[src/rtl/vsd_timer_pkg.sv]
// Shared register map and bit positions for the vsd_timer peripheral.
// Offsets are word indices into addr[3:2].
package vsd_timer_pkg;

  localparam logic [1:0] ADDR_CTRL   = 2'd0;
  localparam logic [1:0] ADDR_LOAD   = 2'd1;
  localparam logic [1:0] ADDR_VALUE  = 2'd2;
  localparam logic [1:0] ADDR_STATUS = 2'd3;

  localparam int unsigned CTRL_EN        = 0;
  localparam int unsigned CTRL_MODE      = 1;
  localparam int unsigned STATUS_TIMEOUT = 0;

endpackage

[src/rtl/vsd_timer_counter.sv]
// Down-counter core: holds VALUE, reloads on start, decrements while enabled.
// expire_o is combinational and marks the edge on which VALUE<=1 is consumed.
module vsd_timer_counter #(
  parameter int unsigned WIDTH = 32
) (
  input  logic             clk_i,
  input  logic             resetn_i,
  input  logic             start_i,
  input  logic             en_i,
  input  logic             mode_i,
  input  logic [WIDTH-1:0] load_i,
  output logic [WIDTH-1:0] value_o,
  output logic             expire_o
);

  logic [WIDTH-1:0] value_q, value_d;

  always_comb begin
    value_d  = value_q;
    expire_o = 1'b0;
    if (start_i) begin
      value_d = load_i;
    end else if (en_i) begin
      if (value_q > WIDTH'(1)) begin
        value_d = value_q - WIDTH'(1);
      end else begin
        // VALUE of 0 also expires, so LOAD=0 fires on the first enabled cycle
        expire_o = 1'b1;
        value_d  = mode_i ? load_i : '0;
      end
    end
  end

  always_ff @(posedge clk_i or negedge resetn_i) begin
    if (!resetn_i) begin
      value_q <= '0;
    end else begin
      value_q <= value_d;
    end
  end

  assign value_o = value_q;

endmodule

[src/rtl/vsd_timer.sv]
// Memory-mapped down-counting timer with one-shot/periodic modes and a sticky timeout flag.
// Register decode and the zero-latency read mux live here; counting lives in vsd_timer_counter.
module vsd_timer
  import vsd_timer_pkg::*;
#(
  parameter int unsigned WIDTH = 32
) (
  input  logic        clk,
  input  logic        resetn,
  input  logic        sel,
  input  logic        we,
  input  logic [31:0] addr,
  input  logic [31:0] wdata,
  output logic [31:0] rdata,
  output logic        timeout
);

  logic             en_q, en_d;
  logic             mode_q, mode_d;
  logic [WIDTH-1:0] load_q, load_d;
  logic             timeout_q, timeout_d;

  logic             wr;
  logic             ctrl_wr, load_wr, status_wr;
  logic             start;
  logic [WIDTH-1:0] value;
  logic             expire;
  logic             unused_addr_bits;

  assign unused_addr_bits = ^{addr[31:4], addr[1:0]};

  assign wr        = sel & we;
  assign ctrl_wr   = wr & (addr[3:2] == ADDR_CTRL);
  assign load_wr   = wr & (addr[3:2] == ADDR_LOAD);
  assign status_wr = wr & (addr[3:2] == ADDR_STATUS);
  assign start     = ctrl_wr & wdata[CTRL_EN];

  vsd_timer_counter #(
    .WIDTH (WIDTH)
  ) u_counter (
    .clk_i    (clk),
    .resetn_i (resetn),
    .start_i  (start),
    .en_i     (en_q & ~ctrl_wr),
    .mode_i   (mode_q),
    .load_i   (load_q),
    .value_o  (value),
    .expire_o (expire)
  );

  always_comb begin
    en_d      = en_q;
    mode_d    = mode_q;
    load_d    = load_q;
    timeout_d = timeout_q;

    if (ctrl_wr) begin
      en_d   = wdata[CTRL_EN];
      mode_d = wdata[CTRL_MODE];
    end else if (expire && !mode_q) begin
      en_d = 1'b0;
    end

    if (load_wr) begin
      load_d = wdata[WIDTH-1:0];
    end

    // Restart clears; a fresh expiry wins over a same-cycle W1C
    if (start) begin
      timeout_d = 1'b0;
    end else if (expire) begin
      timeout_d = 1'b1;
    end else if (status_wr && wdata[STATUS_TIMEOUT]) begin
      timeout_d = 1'b0;
    end
  end

  always_ff @(posedge clk or negedge resetn) begin
    if (!resetn) begin
      en_q      <= 1'b0;
      mode_q    <= 1'b0;
      load_q    <= '0;
      timeout_q <= 1'b0;
    end else begin
      en_q      <= en_d;
      mode_q    <= mode_d;
      load_q    <= load_d;
      timeout_q <= timeout_d;
    end
  end

  always_comb begin
    rdata = '0;
    if (sel && !we) begin
      case (addr[3:2])
        ADDR_CTRL: begin
          rdata[CTRL_EN]   = en_q;
          rdata[CTRL_MODE] = mode_q;
        end
        ADDR_LOAD:   rdata = 32'(load_q);
        ADDR_VALUE:  rdata = 32'(value);
        ADDR_STATUS: rdata[STATUS_TIMEOUT] = timeout_q;
        default:     rdata = '0;
      endcase
    end
  end

  assign timeout = timeout_q;

endmodule

[config.mk]
export PLATFORM = sky130hd
export DESIGN_NAME = vsd_timer
export DESIGN_NICKNAME = d
export VERILOG_FILES = /design/src/rtl/vsd_timer_pkg.sv /design/src/rtl/vsd_timer_counter.sv /design/src/rtl/vsd_timer.sv
export SDC_FILE = /design/constraint.sdc
export NUM_CORES = 1
export LEC_CHECK = 0
export BUFFER_PORTS_ARGS = -buffer_cell sky130_fd_sc_hd__buf_2
export CAP_MARGIN = 30
export CORE_UTILIZATION = 40
export DETAILED_ROUTE_END_ITERATION = 10
export GPL_ROUTABILITY_DRIVEN = 0
export RECOVER_POWER = 100
export SKIP_CTS_REPAIR_TIMING = 1
export SLEW_MARGIN = 10
export SYNTH_ARGS = -nofsm -noshare
export SYNTH_HDL_FRONTEND = slang
export SYNTH_SLANG_ARGS = --single-unit
[constraint.sdc]
create_clock -name clk -period 2.9 [get_ports clk]
set_input_delay 0.145 -clock clk [delete_from_list [all_inputs] [get_ports clk]]
set_output_delay 0.145 -clock clk [all_outputs]
set_load 0.02 [all_outputs]
==> metrics.md <==
| Metric | Value |
|---|---|
| Initial cell density of the core | 0.420 |
| Worst r2r dst | u_counter.value_o[23] |
| Die W | between 100 and 150 um |
| Netlist cell types | 57 |
| Avg Inst Size Synth | roughly 9.8 um^2 |
| Leak pwr | a little under 2 nW |
| Final nets | 574 |
| Post-Syn Nets | slightly above 500 |
| Fillers | a little under 1000 |
| Fin. max-slew vios | 35 |
| Worst skew pair latency | 0.35 ns |
| # diodes | 0 |
| Relative slew slack | -0.326 |
| Vias in the first global route | between 3000 and 4000 |
| Gr usage total | 0.239 |
| Commonest register cell after synthesis | dfrtp_1 |
| VDD IR max | roughly 350 uV |
| Hold path startpoint | wdata[20] |
| Register area | 1680 um^2 |
| Worst Setup End Kind | flip-flop |
| First-pass GRT wire length | roughly 21 mm |
| Area delta synth->final | 15.3% |
| Hold Fails Final Rpt | 0 |
| Num CTS Buffers | 9 |
| Chip height | 104 um |
| Layout cells sized above 1 | 0.227 |
| Post-synthesis async set-or-reset flop share | 1.00 |
| R2R Setup Slk | about 0.23 ns |
| Setup Skew | 0.0107 ns |
| Vias per cell | around 6.1 |
| Root buffer cell | clkbuf_8 |
| Fin Setup TNS | 0 ns |
| GRT overflow | 0 |
| FF+latch count, synth | between 60 and 70 |
| Pin count of the biggest net entering global routing | 36 |
| Footprint of the multi-input gates | approximately 2300 um^2 |
| Hold path endpoint | load_q[20] |
| Final setup violation count | 0 |
| Hold path cells | 2 |
| Total wire length | 12.3 mm |
| WL per Instance | 19.3 um |
| Outcome | finished, violations left |
| Top Ports | just over 100 |
| Seq/Total Area, Yosys | 0.401 |
| Synth warnings | 0 |
| Initial antenna violation count | 0 |
| Clock tree from TritonCTS | built |
| Post-layout minimum cycle time | 2.67 ns |
| H-tree depth | 3 |
| Slew at the pin closest to its max-slew limit | ~2.0 ns |
| Number of max-cap violations | 1 |
| Post-synth EDFFs | 0 |
| Max FO, Critical Path | 8 |
| Synth top area cells | dfrtp_1 (40%), mux2_2 (8.9%), a22oi_1 (5.4%) |
| Pwr per Cell Area | around 700 nW/um^2 |
| FF-to-FF Start | u_counter.value_o[8] |
| Core Box Area | around 10000 um^2 |
| Iteration-0 DRC Markers | roughly 280 |
| Leading area contributor after synthesis | dfrtp_1 |
| Critical path type | flip-flop to flip-flop |
| CP Launch Type | flip-flop |
| Core Rows | 36 |
| Worst Reg-to-Reg Cells | 5 |
| Max frequency | 0.375 GHz |
| Hold Crit Class | primary input to flip-flop |
| Remaining DRCs | 0 |
| Via count | ~3900 |
| Post-DP HPWL | 8.53 mm |
| Top cell type's share of synthesized area | 0.401 |
| Full die area | between 10000 and 15000 um^2 |
| DR pass1 iterations | 6 |
| Fin util | 0.484 |
| Cells after Synth | ~430 |
| Worst-path clk slew | 0.08 ns |
| RSZ-0062 raised after global routing | false |
| Failing checks | capacitance limit, slew limit |
| Final period util | 0.919 |
| Clock Path Buffers | 2 |
| Cell Area, Synth | approximately 4200 um^2 |
| Routed Antenna Nets | 0 |
| Clock net sink count | between 60 and 70 |
| WP data required | 3.13 ns |
| IO Port Bufs | 70 |
| CP Data Arrival Time | 2.89 ns |
## sequential cells by signal, indices dropped and copies added (netlist names)
register and cells:
u_counter.value_o 32, load_q 32, timeout 1, mode_q 1, en_q 1
## where the power goes
group	internal (mW)	total (mW)	switching, mW
Sequential	1.19	1.56	0.370
Clock	0.325	0.679	0.353
Combinational	0.484	1.05	0.564
Total	2.00	3.28	1.29
## worst max-delay path by stage
stage / startpoint / cells past startpoint / slack, ns / to
global placement: u_counter.value_o[0] / 7 / 0.45 / u_counter.value_o[29]
global route: u_counter.value_o[8] / 5 / 0.14 / u_counter.value_o[29]
finish: u_counter.value_o[8] / 5 / 0.23 / u_counter.value_o[23]
floorplan: u_counter.value_o[0] / 7 / 0.75 / u_counter.value_o[20]
CTS: u_counter.value_o[0] / 7 / 0.38 / u_counter.value_o[29]
detailed placement: u_counter.value_o[0] / 7 / 0.40 / u_counter.value_o[29]
## synth_stat cells (6+ instances only)
cell type,n
clkbuf_1,21
inv_1,6
nand2_1,27
nor4_1,11
nand3_1,7
o21ai_0,7
ha_1,8
dfrtp_1,67
o311a_1,8
o41ai_1,6
a21oi_1,6
nand4_1,8
a211o_1,7
nor3_1,19
a221o_1,18
a22oi_1,30
nor2_1,51
mux2_2,33
## cell families (layout without fill, tap and decap cells)
kind of cell,count (synthesis),count (layout),synth area share
fa+ha+maj,8,8,0.0239
buf+inv,37,111,0.0374
flops,67,67,0.401
mux,35,35,0.0937
simple gates,167,167,0.224
compound gates,114,114,0.219
## cell type report
cell class              instances  share of cell area
flip-flops and latches         67               0.348
well taps                     133              0.0345
multi-input cells             324               0.483
inverters                       6             0.00467
clock buffers                  12              0.0301
clock inverters                 3             0.00312
repair buffers                 90              0.0963
## cell usage in the layout (no fill, tap or decap), drive strengths merged, types with 3 or more instances in the layout
cell type / count
o21a: 3
nand3: 7
o211ai: 4
dfrtp: 67
a221o: 18
a21oi: 6
nor4: 15
o21ai: 8
a211o: 7
nor3: 25
buf: 52
and3: 3
nor2: 51
nand4: 9
or2: 6
a22oi: 30
or3: 5
clkbuf: 49
o311a: 8
and2: 6
inv: 6
o2111ai: 3
mux2: 33
a31oi: 5
nand2: 29
ha: 8
or4: 4
o41ai: 6
clkinv: 3
## worst max-delay path, cell delays in order (launching register included)
cell and delay, ns:
dfrtp_1 0.45, nor3_2 0.55, nand4_1 0.37, or2_0 0.44, o41a_1 0.42, a221o_1 0.32
## stage by stage
| step | cell area, um^2 | cells | hold slack, ns | setup slack (ns) | power, mW |
|---|---|---|---|---|---|
| 3_3_place_gp | 4730 | 619 | 0.293 | 0.447 | 2.59 |
| 5_1_grt | 4820 | 635 | 0.0151 | 0.138 | 3.49 |
| 4_1_cts | 4890 | 634 | -0.0646 | 0.383 | 3.30 |
| 6_report | 4820 | 635 | 0.0274 | 0.235 | 3.28 |
| 2_1_floorplan | 4180 | 428 | -0.151 | 0.745 | 2.27 |
| 3_5_place_dp | 4730 | 619 | 0.309 | 0.400 | 2.62 |
## layer usage
metal / wire [um] / global-route usage
met1: 5560 / 0.325
met2: 5750 / 0.381
met3: 692 / 0.0407
met4: 278 / 0.0878
met5: 0 / 0
Power figures use the tool's default switching activity.
